===== src/rtl/color_pkg.sv =====
// color_pkg: shared constants and types for the colour sense decoder.
//   FILT_*  : {s2,s3} filter-select encodings driven to the sensor
//   COL_*   : one-hot colour codes presented on cs
//   state_t : sweep sequencer states
//   chan_t  : channel currently being measured
package color_pkg;
    localparam logic [1:0] FILT_RED   = 2'b00;
    localparam logic [1:0] FILT_BLUE  = 2'b01;
    localparam logic [1:0] FILT_CLEAR = 2'b10;
    localparam logic [1:0] FILT_GREEN = 2'b11;
    localparam logic [2:0] COL_NONE  = 3'b000;
    localparam logic [2:0] COL_RED   = 3'b001;
    localparam logic [2:0] COL_GREEN = 3'b010;
    localparam logic [2:0] COL_BLUE  = 3'b100;
    typedef enum logic [1:0] {IDLE, SETTLE, COUNT, CLASSIFY} state_t;
    typedef enum logic [1:0] {CH_RED, CH_GREEN, CH_BLUE} chan_t;
endpackage


===== src/rtl/freq_edge_counter.sv =====
// freq_edge_counter: synchronizes freq_in, detects rising edges, counts them with saturation.
//   clk, reset : clock, async active-high reset
//   freq_in    : raw sensor pulse train (asynchronous to clk)
//   count_en   : count detected edges while high
//   clr        : force the count to zero
//   count      : count including this cycle's edge, i.e. the value the register takes next
//   sat        : count is at its maximum value
module freq_edge_counter #(
    parameter int CNT_W = 16
) (
    input  logic             clk,
    input  logic             reset,
    input  logic             freq_in,
    input  logic             count_en,
    input  logic             clr,
    output logic [CNT_W-1:0] count,
    output logic             sat
);
    // sync[1:0] is the two-flop synchronizer, sync[2] the previous synchronized sample
    logic [2:0]       sync;
    logic [CNT_W-1:0] cnt_q;
    logic             edge_det;

    assign edge_det = sync[1] & ~sync[2];
    // Exposing the next value lets the caller capture an edge that lands on the last gate cycle
    assign count = clr ? '0 : (count_en && edge_det && !(&cnt_q)) ? cnt_q + 1'b1 : cnt_q;
    assign sat   = &count;

    always_ff @(posedge clk or posedge reset) begin
        if (reset) begin
            sync  <= '0;
            cnt_q <= '0;
        end else begin
            sync  <= {sync[1:0], freq_in};
            cnt_q <= count;
        end
    end
endmodule


===== src/rtl/color_sense_decoder.sv =====
// color_sense_decoder: sweeps the sensor filters red/green/blue, counts pulses, classifies colour.
//   clk, reset : clock, async active-high reset
//   enable     : run continuous sweeps while high; dropping it aborts the sweep
//   freq_in    : raw sensor frequency output
//   s2, s3     : registered sensor filter select
//   cs         : one-hot colour (bit0 red, bit1 green, bit2 blue) or zero
//   cs_valid   : one-cycle pulse when cs is updated
//   sat        : sticky, some channel counter saturated during this sweep
module color_sense_decoder
    import color_pkg::*;
#(
    parameter int GATE_CYCLES   = 100000,
    parameter int SETTLE_CYCLES = 10000,
    parameter int CNT_W         = 16,
    parameter int MIN_COUNT     = 20,
    parameter int MARGIN        = 8
) (
    input  logic       clk,
    input  logic       reset,
    input  logic       enable,
    input  logic       freq_in,
    output logic       s2,
    output logic       s3,
    output logic [2:0] cs,
    output logic       cs_valid,
    output logic       sat
);
    localparam int TW = $clog2(GATE_CYCLES > SETTLE_CYCLES ? GATE_CYCLES : SETTLE_CYCLES) + 1;
    localparam logic [TW-1:0]  GATE_LAST   = TW'(GATE_CYCLES - 1);
    localparam logic [TW-1:0]  SETTLE_LAST = TW'(SETTLE_CYCLES - 1);
    localparam logic [CNT_W:0] MIN_V       = (CNT_W + 1)'(MIN_COUNT);
    localparam logic [CNT_W:0] MARGIN_V    = (CNT_W + 1)'(MARGIN);

    state_t           state, state_d;
    chan_t            ch, ch_d;
    logic [1:0]       filt, filt_d;
    logic [TW-1:0]    tmr;
    logic [CNT_W-1:0] cnt_r, cnt_g, cnt_b, count;
    logic [CNT_W:0]   r, g, b, win, run;
    logic [2:0]       win_col, cs_d;
    logic             cnt_sat, sweep_start, count_end;

    freq_edge_counter #(.CNT_W(CNT_W)) u_cnt (
        .clk     (clk),
        .reset   (reset),
        .freq_in (freq_in),
        .count_en(state == COUNT),
        .clr     (state != COUNT),
        .count   (count),
        .sat     (cnt_sat)
    );

    assign s2          = filt[1];
    assign s3          = filt[0];
    assign sweep_start = (state == IDLE || state == CLASSIFY) && state_d == SETTLE;
    assign count_end   = state == COUNT && state_d != COUNT;

    always_comb begin
        state_d = state;
        ch_d    = ch;
        filt_d  = filt;
        case (state)
            IDLE: if (enable) begin
                state_d = SETTLE;
                ch_d    = CH_RED;
                filt_d  = FILT_RED;
            end
            SETTLE: if (!enable) begin
                state_d = IDLE;
                filt_d  = FILT_CLEAR;
            end else if (tmr == SETTLE_LAST) begin
                state_d = COUNT;
            end
            COUNT: if (!enable) begin
                state_d = IDLE;
                filt_d  = FILT_CLEAR;
            end else if (tmr == GATE_LAST) begin
                state_d = (ch == CH_BLUE) ? CLASSIFY : SETTLE;
                ch_d    = (ch == CH_RED) ? CH_GREEN : CH_BLUE;
                filt_d  = (ch == CH_RED) ? FILT_GREEN : (ch == CH_GREEN) ? FILT_BLUE : filt;
            end
            default: begin
                state_d = enable ? SETTLE : IDLE;
                ch_d    = CH_RED;
                filt_d  = enable ? FILT_RED : FILT_CLEAR;
            end
        endcase
    end

    // A strict maximum is required; any tie for first leaves win_col at COL_NONE
    always_comb begin
        r       = {1'b0, cnt_r};
        g       = {1'b0, cnt_g};
        b       = {1'b0, cnt_b};
        win_col = COL_NONE;
        win     = '0;
        run     = '0;
        if (r > g && r > b) begin
            win_col = COL_RED;
            win     = r;
            run     = (g > b) ? g : b;
        end else if (g > r && g > b) begin
            win_col = COL_GREEN;
            win     = g;
            run     = (r > b) ? r : b;
        end else if (b > r && b > g) begin
            win_col = COL_BLUE;
            win     = b;
            run     = (r > g) ? r : g;
        end
        cs_d = (win_col != COL_NONE && win >= MIN_V && win >= run + MARGIN_V) ? win_col : COL_NONE;
    end

    always_ff @(posedge clk or posedge reset) begin
        if (reset) begin
            state    <= IDLE;
            ch       <= CH_RED;
            filt     <= FILT_RED;
            tmr      <= '0;
            cnt_r    <= '0;
            cnt_g    <= '0;
            cnt_b    <= '0;
            cs       <= COL_NONE;
            cs_valid <= 1'b0;
            sat      <= 1'b0;
        end else begin
            state    <= state_d;
            ch       <= ch_d;
            filt     <= filt_d;
            tmr      <= (state_d != state) ? '0 : tmr + 1'b1;
            cs_valid <= state == CLASSIFY;
            if (state == CLASSIFY)
                cs <= cs_d;
            if (state == CLASSIFY || state_d == IDLE) begin
                cnt_r <= '0;
                cnt_g <= '0;
                cnt_b <= '0;
            end else if (count_end) begin
                if (ch == CH_RED)
                    cnt_r <= count;
                else if (ch == CH_GREEN)
                    cnt_g <= count;
                else
                    cnt_b <= count;
            end
            if (sweep_start)
                sat <= 1'b0;
            else if (state == COUNT && cnt_sat)
                sat <= 1'b1;
        end
    end
endmodule


===== config.mk =====
export PLATFORM = sky130hd
export DESIGN_NAME = color_sense_decoder
export DESIGN_NICKNAME = d
export VERILOG_FILES = /design/src/rtl/color_pkg.sv /design/src/rtl/freq_edge_counter.sv /design/src/rtl/color_sense_decoder.sv
export SDC_FILE = /design/constraint.sdc
export NUM_CORES = 1
export LEC_CHECK = 0
export CELL_PAD_IN_SITES_DETAIL_PLACEMENT = 1
export CELL_PAD_IN_SITES_GLOBAL_PLACEMENT = 2
export CORE_MARGIN = 2
export CORE_UTILIZATION = 40
export DETAILED_ROUTE_END_ITERATION = 6
export GPL_ROUTABILITY_DRIVEN = 0
export HOLD_SLACK_MARGIN = 0.05
export PLACE_DENSITY = 0.81
export SETUP_SLACK_MARGIN = 0.05
export SLEW_MARGIN = 15
export SYNTH_ARGS = -nofsm -noshare
export SYNTH_HDL_FRONTEND = slang
export SYNTH_SLANG_ARGS = --single-unit

===== constraint.sdc =====
create_clock -name clk -period 6.2 [get_ports clk]
set_input_delay 0.93 -clock clk [delete_from_list [all_inputs] [get_ports clk]]
set_output_delay 0.93 -clock clk [all_outputs]
set_load 0.03 [all_outputs]

==> results.json <==
{
  "die_area_mm2": 0.0191,
  "nets": 914,
  "grt_overflow": 0,
  "fp.dieW_um": 138,
  "vias": 6601,
  "syn_area_per_cell_um2": 8.74,
  "grt_max_degree": 72,
  "io_buffer_count": 10,
  "worst_pin_slew_ns": 1.16,
  "ir_worst_vdd_v": 0.000197,
  "status": "finished clean",
  "fmax_mhz": 177,
  "drc": 0,
  "power_leakage_nw": 3.25,
  "hold_slack_ns": 0.364,
  "fin_crit_sh": 0.911,
  "synth_warnings": 0,
  "syn_nets": 899,
  "synthToLayoutAreaGrowth_pct": 11.6,
  "first_pass_iters": 5,
  "fin_crit_ns": 5.65,
  "power_density_mw_per_mm2": 185,
  "die_h_um": 138,
  "cts_root_buf": "clkbuf_16",
  "slew_viol_final": 0,
  "cts.htree.levels": 3,
  "synth.distinct_cells": 72,
  "fin_cells": 1073,
  "finalSetupTns_ns": 0,
  "grtUsageTotal": 0.259,
  "synth_edf_count": 0,
  "cts_inserted_buffers": 9,
  "row_count": 49,
  "diodes": 0,
  "place_area_mm2": 0.00765,
  "hpwlAfterDp_um": 18500,
  "wl_per_cell_um": 22.9,
  "required_ns": 6.45,
  "synth_top_area_cell": "dfrtp_1",
  "critPathMaxFanout": 9,
  "stdcell_area_mm2": 0.00803,
  "netlist_instances": 824,
  "ant_nets": 0,
  "setup_viol": 0,
  "final_cell_mix": "nor2_1 (110), dfrtp_1 (96), ha_1 (71)",
  "fillers": 2109,
  "path_clk_slew_ns": 0.08,
  "synth_ff_type": "dfrtp_1",
  "rr_worst_depth": 22,
  "maxCapViolCount": 0,
  "drive_gt1_frac": 0.0758,
  "cts_tree": "done",
  "layout_commonest_cell": "nor2_1",
  "grt_first_pass_wirelength_um": 39200,
  "skew_ns": 0.00999,
  "synth_area_mm2": 0.00720,
  "ys_seq_elements": 96,
  "viasPerCell": 6.15,
  "hold_buffers": 0,
  "clock_latency_ns": 0.36,
  "wl_um": 24600,
  "critical_path_class": "reg -> reg",
  "timing.critical_path.arrival_ns": 5.90,
  "ios": 11,
  "async_flop_share": 1.00,
  "grt_antenna_before_repair": 0,
  "initial_core_util": 0.404,
  "place_inst": 1055,
  "cts_max_path_buffers": 2,
  "synth.top_cell.area_share": 0.334,
  "slew_headroom": 0.208,
  "hold_viol": 0,
  "cts_sinks": 96,
  "critPathLaunchType": "register",
  "core_area_mm2": 0.0178,
  "hp-class": "reg -> reg",
  "whs_path_depth": 0,
  "synth_area_leaders": "dfrtp_1 (33%), ha_1 (12%), mux2i_1 (7.0%)",
  "yosysSeqAreaShare": 0.334,
  "drtIter0Drc": 557,
  "grt_pass1_vias": 6958,
  "critPathCaptureType": "register"
}
==> synthesized netlist by cell type (all sizes together), types with 3 or more instances <==
cell type / count
clkbuf: 14
nand3: 30
nand4: 25
inv: 54
and2: 3
a211oi: 10
nor2b: 5
nor4b: 4
a21o: 12
o22ai: 9
a222oi: 7
xor2: 23
xnor2: 21
buf: 16
a21oi: 58
a221o: 3
a21boi: 3
o32ai: 3
or3: 3
and4: 5
ha: 71
nor4: 19
mux2i: 50
nor2: 111
nor3: 23
dfrtp: 96
a22oi: 4
and3: 10
o211ai: 5
nand2: 55
o21ai: 29
a221oi: 8
==> logic make-up (layout without fill, tap and decap cells) <==
kind of cell / Yosys count / in the layout / synth area share
simple gates: 305 / 305 / 0.214
fa+ha+maj: 71 / 71 / 0.123
flops: 96 / 96 / 0.334
buf+inv: 85 / 105 / 0.0462
compound gates: 172 / 172 / 0.159
mux: 51 / 51 / 0.0711
xor+xnor: 44 / 44 / 0.0535
==> power by group <==
group          internal [mW]  switching (mW)  leakage (nW)  total (mW)
Clock                  0.341           0.270         0.155       0.610
Sequential             0.643          0.0160          1.33       0.659
Combinational         0.0474           0.173          1.77       0.220
==> registers in the layout, indices dropped and copies added (netlist names) <==
register / count
state: 2
u_cnt.sync: 3
cnt_r: 16
cs: 3
cnt_b: 16
ch: 2
sat: 1
u_cnt.cnt_q: 16
cs_valid: 1
tmr: 18
cnt_g: 16
filt: 2
==> metal layers <==
layer | vias to the layer above | part of all wire | global-route usage
li1 | 3024 | - | -
met1 | 3299 | 0.43 | 0.338
met2 | 216 | 0.48 | 0.434
met3 | 62 | 0.048 | 0.0267
met4 | 0 | 0.040 | 0.117
met5 | - | 0 | 0
==> stage by stage <==
| stage | total power, mW | utilization | setup slack [ns] |
|---|---|---|---|
| floorplan | 0.829 | - | 1.31 |
| global placement | 0.884 | 0.429 | 0.504 |
| detailed placement | 0.894 | 0.429 | 0.245 |
| CTS | 1.51 | 0.446 | 0.178 |
| global route | 1.56 | 0.450 | -0.0438 |
| finish | 1.49 | 0.450 | 0.550 |
==> critical path: stages (launching register included) <==
cell and delay (ns):
dfrtp_1 0.50, inv_1 0.10, ha_1 0.31, nand4_1 0.26, nor4_2 0.46, a21boi_1 0.38, a211oi_4 0.14, a211oi_1 0.36
buf_4 0.20, nor3_1 0.04, nor4_1 0.28, buf_4 0.19, ha_1 0.13, inv_1 0.07, nor3_1 0.29, nor4b_1 0.35
xor2_1 0.14, ha_1 0.33, nand3_1 0.12, o21ai_0 0.18, a21o_1 0.14, o311ai_0 0.22, o32ai_1 0.34
==> timing repair <==
| action | in CTS | in global routing |
|---|---|---|
| endpoints found under the setup margin | 0 | 3 |
| resized for setup | 0 | 11 |
| setup buffers | 0 | 2 |
==> cell type report <==
cell class	instances	area (µm²)	area share
sequential	96	2400	0.299
timing repair buffer	34	280	0.0349
clock inverter	4	58.8	0.00732
multi-input combinational	643	4540	0.565
clock buffer	12	256	0.0319
tap	229	287	0.0357
inverter	55	209	0.0260
==> worst paths after layout <==
check	end	start	slack (ns)
min in group asynchronous	tmr[13]	reset	0.89
setup reg to reg	cs[0]	cnt_r[14]	0.55
hold / removal	u_cnt.sync[1]	u_cnt.sync[0]	0.36
hold reg to reg	u_cnt.sync[1]	u_cnt.sync[0]	0.36
setup / recovery	cs[0]	cnt_r[14]	0.55
max in group asynchronous	cs[2]	reset	4.00
(Power assumes the default switching activity.)
